### config.mk
export PLATFORM = sky130hd
export DESIGN_NAME = adder_seq_flat
export DESIGN_NICKNAME = d
export VERILOG_FILES = /design/src/rtl/adder_seq_if.sv /design/src/rtl/adder_seq.sv /design/src/flat_wrapper.sv
export SDC_FILE = /design/constraint.sdc
export NUM_CORES = 1
export LEC_CHECK = 0
export CAP_MARGIN = 20
export CORE_UTILIZATION = 45
export CTS_CLUSTER_DIAMETER = 200
export CTS_CLUSTER_SIZE = 12
export DETAILED_ROUTE_END_ITERATION = 12
export PLACE_DENSITY = 0.73
export REMOVE_ABC_BUFFERS = 1
export SYNTH_ARGS = -nofsm -noshare
export SYNTH_HDL_FRONTEND = slang
export SYNTH_SLANG_ARGS = --single-unit
### constraint.sdc
create_clock -name clk -period 5.9 [get_ports clk]
set_input_delay 0.885 -clock clk [delete_from_list [all_inputs] [get_ports clk]]
set_output_delay 0.885 -clock clk [all_outputs]
set_load 0.03 [all_outputs]
### src/rtl/adder_seq_if.sv
// adder_seq_if: operand/result handshake bundle for adder_seq.
// Signals:
//   in_valid/in_ready   - operand handshake (producer -> adder)
//   a, b, cin, sub      - operands and mode
//   out_valid/out_ready - result handshake (adder -> consumer)
//   alu_out, carry_out  - result
//   overflow, zero      - status flags, present only with ADDER_SEQ_FLAGS_EN
// Modports: master (producer/consumer side), slave (adder side).
interface adder_seq_if #(
  parameter int unsigned WIDTH = 32
);
  logic             in_valid;
  logic             in_ready;
  logic [WIDTH-1:0] a;
  logic [WIDTH-1:0] b;
  logic             cin;
  logic             sub;
  logic             out_valid;
  logic             out_ready;
  logic [WIDTH-1:0] alu_out;
  logic             carry_out;
`ifdef ADDER_SEQ_FLAGS_EN
  logic             overflow;
  logic             zero;
`endif

  modport master (
    output in_valid, a, b, cin, sub, out_ready,
    input  in_ready, out_valid, alu_out, carry_out
`ifdef ADDER_SEQ_FLAGS_EN
    , input overflow, zero
`endif
  );

  modport slave (
    input  in_valid, a, b, cin, sub, out_ready,
    output in_ready, out_valid, alu_out, carry_out
`ifdef ADDER_SEQ_FLAGS_EN
    , output overflow, zero
`endif
  );
endinterface

### src/rtl/adder_seq.sv
// adder_seq: multi-cycle adder/subtractor, CHUNK bits per clock with the
// inter-chunk carry held in a register.
// Ports:
//   clk  - clock, rising edge
//   rst  - asynchronous active-high reset
//   bus  - adder_seq_if.slave: operand handshake (in_valid/in_ready, a, b,
//          cin, sub) and result handshake (out_valid/out_ready, alu_out,
//          carry_out, plus overflow/zero when ADDER_SEQ_FLAGS_EN is defined)
// Optional feature macro: ADDER_SEQ_FLAGS_EN (signed overflow and zero flags).
// Operation: sub=0 gives a+b+cin, sub=1 gives a+~b+1. Result appears
// NCHUNK edges after the input handshake and holds until out_ready.
module adder_seq #(
  parameter int unsigned WIDTH = 32,
  parameter int unsigned CHUNK = 4
) (
  input logic        clk,
  input logic        rst,
  adder_seq_if.slave bus
);

  localparam int unsigned NCHUNK = WIDTH / CHUNK;
  localparam int unsigned CNT_W  = (NCHUNK > 1) ? $clog2(NCHUNK) : 1;
  localparam int unsigned SUM_W  = CHUNK + 1;

  // Reject chunk sizes that do not tile the operand exactly.
  generate
    if ((CHUNK == 0) || ((WIDTH % CHUNK) != 0)) begin : g_bad_chunk
      $error("adder_seq: WIDTH must be a non-zero multiple of CHUNK");
    end
  endgenerate

  typedef enum logic [1:0] {
    IDLE = 2'd0,
    RUN  = 2'd1,
    DONE = 2'd2
  } state_t;

  state_t           state_q;
  state_t           state_d;
  logic [WIDTH-1:0] opa_q;
  logic [WIDTH-1:0] opb_q;
  logic [WIDTH-1:0] acc_q;
  logic             carry_q;
  logic [CNT_W-1:0] cnt_q;

  logic             last_c;
  logic [SUM_W-1:0] chunk_sum_c;
  logic [WIDTH-1:0] acc_shift_c;

  // Final chunk of the operation.
  assign last_c = (cnt_q == CNT_W'(NCHUNK - 1));

  // One chunk of the ripple add, including the registered carry.
  assign chunk_sum_c = SUM_W'(opa_q[CHUNK-1:0]) + SUM_W'(opb_q[CHUNK-1:0])
                     + SUM_W'(carry_q);

  // New chunk enters from the MSB side so the result lines up after NCHUNK steps.
  always_comb begin
    acc_shift_c = acc_q >> CHUNK;
    acc_shift_c[WIDTH-1 -: CHUNK] = chunk_sum_c[CHUNK-1:0];
  end

`ifdef ADDER_SEQ_FLAGS_EN
  logic msb_cin_c;
  // Carry into the operand MSB recovered from the top bit's sum.
  assign msb_cin_c = opa_q[CHUNK-1] ^ opb_q[CHUNK-1] ^ chunk_sum_c[CHUNK-1];
`endif

  // Next-state logic.
  always_comb begin
    state_d = state_q;
    case (state_q)
      IDLE:    if (bus.in_valid)  state_d = RUN;
      RUN:     if (last_c)        state_d = DONE;
      DONE:    if (bus.out_ready) state_d = IDLE;
      default: state_d = IDLE;
    endcase
  end

  // State and handshake registers.
  always_ff @(posedge clk or posedge rst) begin
    if (rst) begin
      state_q       <= IDLE;
      bus.in_ready  <= 1'b1;
      bus.out_valid <= 1'b0;
    end else begin
      state_q       <= state_d;
      bus.in_ready  <= (state_d == IDLE);
      bus.out_valid <= (state_d == DONE);
    end
  end

  // Operand capture, chunked add and result latch.
  always_ff @(posedge clk or posedge rst) begin
    if (rst) begin
      opa_q         <= '0;
      opb_q         <= '0;
      acc_q         <= '0;
      carry_q       <= 1'b0;
      cnt_q         <= '0;
      bus.alu_out   <= '0;
      bus.carry_out <= 1'b0;
`ifdef ADDER_SEQ_FLAGS_EN
      bus.overflow  <= 1'b0;
      bus.zero      <= 1'b0;
`endif
    end else begin
      case (state_q)
        IDLE: begin
          if (bus.in_valid) begin
            opa_q   <= bus.a;
            opb_q   <= bus.b ^ {WIDTH{bus.sub}};
            carry_q <= bus.sub | bus.cin;
            cnt_q   <= '0;
          end
        end
        RUN: begin
          opa_q   <= opa_q >> CHUNK;
          opb_q   <= opb_q >> CHUNK;
          acc_q   <= acc_shift_c;
          carry_q <= chunk_sum_c[CHUNK];
          cnt_q   <= cnt_q + CNT_W'(1);
          if (last_c) begin
            bus.alu_out   <= acc_shift_c;
            bus.carry_out <= chunk_sum_c[CHUNK];
`ifdef ADDER_SEQ_FLAGS_EN
            bus.overflow  <= msb_cin_c ^ chunk_sum_c[CHUNK];
            bus.zero      <= (acc_shift_c == '0);
`endif
          end
        end
        default: ;
      endcase
    end
  end

endmodule

### src/flat_wrapper.sv
// flat-port wrapper written by rule: the top's interface ports become plain ports
module adder_seq_flat 
#(
  parameter int unsigned WIDTH = 32,
  parameter int unsigned CHUNK = 4
)
  (clk, rst, bus_in_valid, bus_a, bus_b, bus_cin, bus_sub, bus_out_ready, bus_in_ready, bus_out_valid, bus_alu_out, bus_carry_out);
  adder_seq_if #(.WIDTH(WIDTH)) bus_i ();
  input logic clk;
  input logic rst;
  input wire logic [$bits(bus_i.in_valid)-1:0] bus_in_valid;
  input wire logic [$bits(bus_i.a)-1:0] bus_a;
  input wire logic [$bits(bus_i.b)-1:0] bus_b;
  input wire logic [$bits(bus_i.cin)-1:0] bus_cin;
  input wire logic [$bits(bus_i.sub)-1:0] bus_sub;
  input wire logic [$bits(bus_i.out_ready)-1:0] bus_out_ready;
  output wire logic [$bits(bus_i.in_ready)-1:0] bus_in_ready;
  output wire logic [$bits(bus_i.out_valid)-1:0] bus_out_valid;
  output wire logic [$bits(bus_i.alu_out)-1:0] bus_alu_out;
  output wire logic [$bits(bus_i.carry_out)-1:0] bus_carry_out;
  assign bus_i.in_valid = bus_in_valid;
  assign bus_i.a = bus_a;
  assign bus_i.b = bus_b;
  assign bus_i.cin = bus_cin;
  assign bus_i.sub = bus_sub;
  assign bus_i.out_ready = bus_out_ready;
  assign bus_in_ready = bus_i.in_ready;
  assign bus_out_valid = bus_i.out_valid;
  assign bus_alu_out = bus_i.alu_out;
  assign bus_carry_out = bus_i.carry_out;
  adder_seq #(.WIDTH(WIDTH), .CHUNK(CHUNK)) u_core (.clk(clk), .rst(rst), .bus(bus_i));
endmodule
# Yosys cells after proc, flatten, opt, wreduce, memory -nomap -nowiden
# Cells that the tools add are included.
dict set report totals {
  reg_bits 137
  latch_bits 0
  ram_bits 0
  rom_bits 0
  input_bits 70
  output_inout_bits 35
  elab_cells 37
  mem_count 0
}
dict set report op_classes {
  addsub 3
  n_mul 0
  div_mod_pow 0
  magnitude_cmp 0
  eq_ne 5
  shifts 0
  muxes 12
  bitwise_logic 2
  reduce_logical 5
}
# cell count
set ops {}
lappend ops {{$pmux W32 S2} 2}
lappend ops {{$mux W32} 2}
lappend ops {{$xor A32 B32 Y32} 1}
lappend ops {{$mux W2} 3}
lappend ops {{$pmux W2 S3} 1}
lappend ops {{$pmux W3 S2} 1}
lappend ops {{$add A4 B4 Y5} 1}
lappend ops {{$add A5 B1 Y5} 1}
lappend ops {{$eq A2 B2 Y1 const B} 2}
lappend ops {{$logic_not A2 Y1} 2}
lappend ops {{$reduce_and A2 Y1} 2}
lappend ops {{$add A3 B1 Y3 const B} 1}
lappend ops {{$eq A3 B3 Y1 const B} 1}
lappend ops {{$mux W3} 1}
lappend ops {{$eq A2 B1 Y1 const B} 1}
lappend ops {{$ne A2 B2 Y1 const B} 1}
lappend ops {{$pmux W1 S2} 1}
lappend ops {{$reduce_bool A2 Y1} 1}
lappend ops {{$mux W1} 1}
lappend ops {{$or A1 B1 Y1} 1}

# Depth between registers and ports, before layout
dict set report depth {
  ltp_word 4
  ltp_mapped 8
  ltp_nobuf 7
}

# Least setup slack after synthesis
# No wires, ideal clock.
dict set report synth_timing {
  kind {input-to-reg}
  startpoint {in bus_in_valid}
  endpoint {reg u_core.opa_q[0]}
  setup_ps 135
  arrival_ps 1648
  required_time_ps 5765
  setup_slack_ps 4117
  path_stages 6
  cell_sequence {buf_2 nor2b_1 buf_2 buf_2 a22oi_1 o21ai_0}
}
dict set report synth_between {
  elab_chain_len 2
}
# item line_no
set synth_rtl {}
lappend synth_rtl {{from (decl)} flat_wrapper.sv:11} ;# input wire logic [$bits(bus_i.in_valid)-1:0] bus_in_valid;
lappend synth_rtl {{$ne A2 B2 Y1 (no source line)} n/a}
lappend synth_rtl {{$reduce_and A2 Y1 (no source line)} n/a}
lappend synth_rtl {{to (signal assigned)} adder_seq.sv:111} ;# opa_q <= bus.a;
lappend synth_rtl {{to (signal assigned)} adder_seq.sv:118} ;# opa_q <= opa_q >> CHUNK;
lappend synth_rtl {{to (decl)} adder_seq.sv:40} ;# logic [WIDTH-1:0] opa_q;
# No other way between the ends.
# A chain may end at the register's enable or synchronous reset.

# Worst setup path in the final report
dict set report layout_timing {
  startpoint {in bus_in_valid}
  endpoint {reg u_core.opa_q[15]}
}
# Same word-level chain as after synthesis.

==> results.toml <==
[pwr]
p_leak_uw = 0.00355
cellPowerDensity_nw_per_um2 = 545
vdd_drop_max_mv = 0.301

[cts]
cts_resized = 0
clkTransAtPathRegs_ns = 0.06
cts_tree = "yes"
numCtsBuffers = 17
hold_buffers = 0
clockBufferDepth = 2
insertion_delay_ns = 0.42
clock_sinks = 133
cts_root_buf = "clkbuf_16"
htree_levels = 4
post_cts_buffers = 0

[global_routing]
grt_first_pass_wirelength_um = 22900
grt_max_degree = 85
grt.total_usage_pct = 20.4
antenna_found_initial = 0
grt_pass1_vias = 4624
overflow = 0

[setup_path]
timing.rr.end = "u_core.bus.alu_out[11]$_DFFE_PP0P_"
rrSetupSlack_ns = 3.34
critPathLaunch = "bus_in_valid"
r2r-start = "u_core.state_q[1]$_DFF_PP0_"
cp_slowest_cell = "nor2b_2"
critical_path_class = "input port to flip-flop"
cp.required_ns = 6.23
cp_max_fo = 44
path_cells = "clkdlybuf4s50_1 > buf_4 > nor2b_2 > a22oi_1 > o21ai_0"
end_kind = "flip-flop"
ff2ff_path_depth = 4
worst-path-buf-inv = 2
cp_top_family = "simple AND/OR/NAND/NOR gates"
critPathMaxStageDelay_ns = 0.89
critPathArrivalTime_ns = 3.02
start_kind = "input port"

[timing]
skew_ns = 0.00616
relSlewSlack_pct = 26.9
fmax_ghz = 0.372
period_share_pct = 45.5
tightest_slew_ns = 1.10
period_needed_ns = 2.69
hold_viol = 0
drv_slew = 0
rsz0062_at_grt = "no"
tns_ns = 0
setup_viol = 0

[synthesis]
synthAdderAreaFrac_pct = 1.65
yosysWarnings = 0
synth-compound-area-share_pct = 14.6
synthXorXnorAreaFrac_pct = 4.78
synth_top_family_by_area = "compound AO/OA/AOI/OAI gates"
avgSynthCellArea_sq_um = 9.91
yosys.cell_types.count = 31
syn_inst = 629
ys_seq_elements = 133
synthMuxAreaShare_pct = 6.98
synth-simple-area-share_pct = 13.9
synth-seq-area-share_pct = 53.4
syn_area_sq_um = 6230

[placement]
dpl_cell_area_sq_um = 7270
place.gp.congestion = 0.833
hpwl_um = 8470
port_buffers = 104

[layout]
fillers = 1166
area_delta_synth_final_pct = 27.2
drive_above_1_share_pct = 10.5
final_common_cell = "dfrtp_1"
layout.nets = 787
final_cell_mix = "131 x dfrtp_1, 114 x nand2_1, 103 x clkdlybuf4s50_1"
fin_area_sq_um = 7930
antennaDiodeCount = 0

[floorplanning]
die_h_um = 120
dieArea_sq_um = 14300
die_w_um = 120
core_area_sq_um = 13400
start_util_pct = 46.5
num_rows = 42
ioPinCount = 105

[route]
vias = 4767
remaining_drc_errors = 0
detail_route.wl_per_cell_um = 15.3
dr.pass1.iters = 5
drtIter0Drc = 418
viasPerCell = 5.31
routed_wl_um = 13700
antenna_left = 0

[flow_run]
drv_cap = 0

[run_status]
status = "finished clean"

[hold_path]
hold_class = "flip-flop to flip-flop"
min_from = "u_core.acc_q[6]$_DFFE_PP0P_"
worstHoldPathCells = 2
min_to = "u_core.acc_q[6]$_DFFE_PP0P_"
-- per-stage QoR --
| stage | hold slack [ns] | cells | power, uW | utilization (%) | setup WS, ns |
|---|---|---|---|---|---|
| finish | 0.479 | 898 | 4320 | 59.2 | 3.21 |
| global placement | 0.458 | 866 | 3100 | 54.3 | 2.93 |
| floorplan | 0.446 | 581 | 2630 | - | 1.46 |
| global route | 0.495 | 898 | 4610 | 59.2 | 3.02 |
| detailed placement | 0.469 | 866 | 3190 | 54.3 | 2.85 |
| CTS | 0.482 | 897 | 4340 | 59.0 | 3.24 |
-- cell type report --
type | count | area (sq um) | area share [%]
inverters | 7 | 31.3 | 0.395
clock inverters | 8 | 146 | 1.85
clock buffers | 23 | 488 | 6.15
repair buffers | 110 | 1090 | 13.8
well taps | 176 | 220 | 2.78
flip-flops and latches | 133 | 3330 | 42.0
multi-input cells | 441 | 2620 | 33.0
-- routing by layer --
metal / track usage [%] / wire (um) / up-vias
met3: 4.71 / 734 / 16
met4: 7.27 / 173 / 0
li1: - / - / 2271
met1: 28.4 / 6380 / 2321
met5: 0 / 0 / -
met2: 31.3 / 6450 / 159
-- where the power goes --
part	leakage (uW)	internal, uW	switching [uW]	total [uW]
sequential	0.00166	1320	276	1590
combinational	0.00158	707	895	1600
clock	0.000309	749	379	1130
total	0.00355	2770	1550	4320
-- state kept, by name, summed over array words and instances, names as in the netlist --
signal,count
u_core.bus.alu_out,32
u_core.opa_q,32
u_core.opb_q,32
u_core.acc_q,28
u_core.cnt_q,3
u_core.state_q,2
u_core.bus.carry_out,1
u_core.bus.in_ready,1
u_core.bus.out_valid,1
u_core.carry_q,1
-- cell families (layout without fill, tap and decap cells) --
kind of cell / Yosys count / after routing
DFF: 133 / 133
adders and majority gates: 7 / 7
muxes: 29 / 29
AOI/OAI and AO/OA: 154 / 154
buffers and inverters: 55 / 148
and+or+nand+nor: 217 / 217
xor gates and xnor gates: 34 / 34
-- cell usage after synthesis, drive strengths merged --
cell     number  share of area (%)
dfrtp       132                 53
nand2       116                7.1
nor2         86                5.2
a21oi        45                3.6
o21ai        45                3.7
buf          32                3.3
a22oi        29                3.5
mux2         29                7.0
o22ai        28                2.8
xnor2        27                3.8
clkbuf       16               0.96
nor2b        15                1.6
inv           7               0.42
xor2          7               0.98
ha            5                1.0
a21o          2               0.24
a22o          2               0.28
fa            2               0.64
o31ai         2               0.32
a2bb2oi       1               0.14
dfstp         1               0.42
-- worst max-delay path by stage --
stage                                               end  slack [ns]  cells after the start
after floorplan            u_core.acc_q[10]$_DFFE_PP0P_        1.46                      1
after global placement    u_core.bus.in_ready$_DFF_PP1_        2.93                      6
after detailed placement    u_core.opa_q[1]$_DFFE_PP0P_        2.85                      5
after CTS                  u_core.opa_q[16]$_DFFE_PP0P_        3.24                      5
after global routing       u_core.opa_q[22]$_DFFE_PP0P_        3.02                      5
final                      u_core.opa_q[15]$_DFFE_PP0P_        3.21                      5
-- tightest hold or removal path, delay by kind of cell (launching register included) --
family           cells  cell delay [ns]
flip-flops           1             0.34
AND/OR/NAND/NOR      2             0.10
No activity file was read; power rests on OpenSTA's default activity.
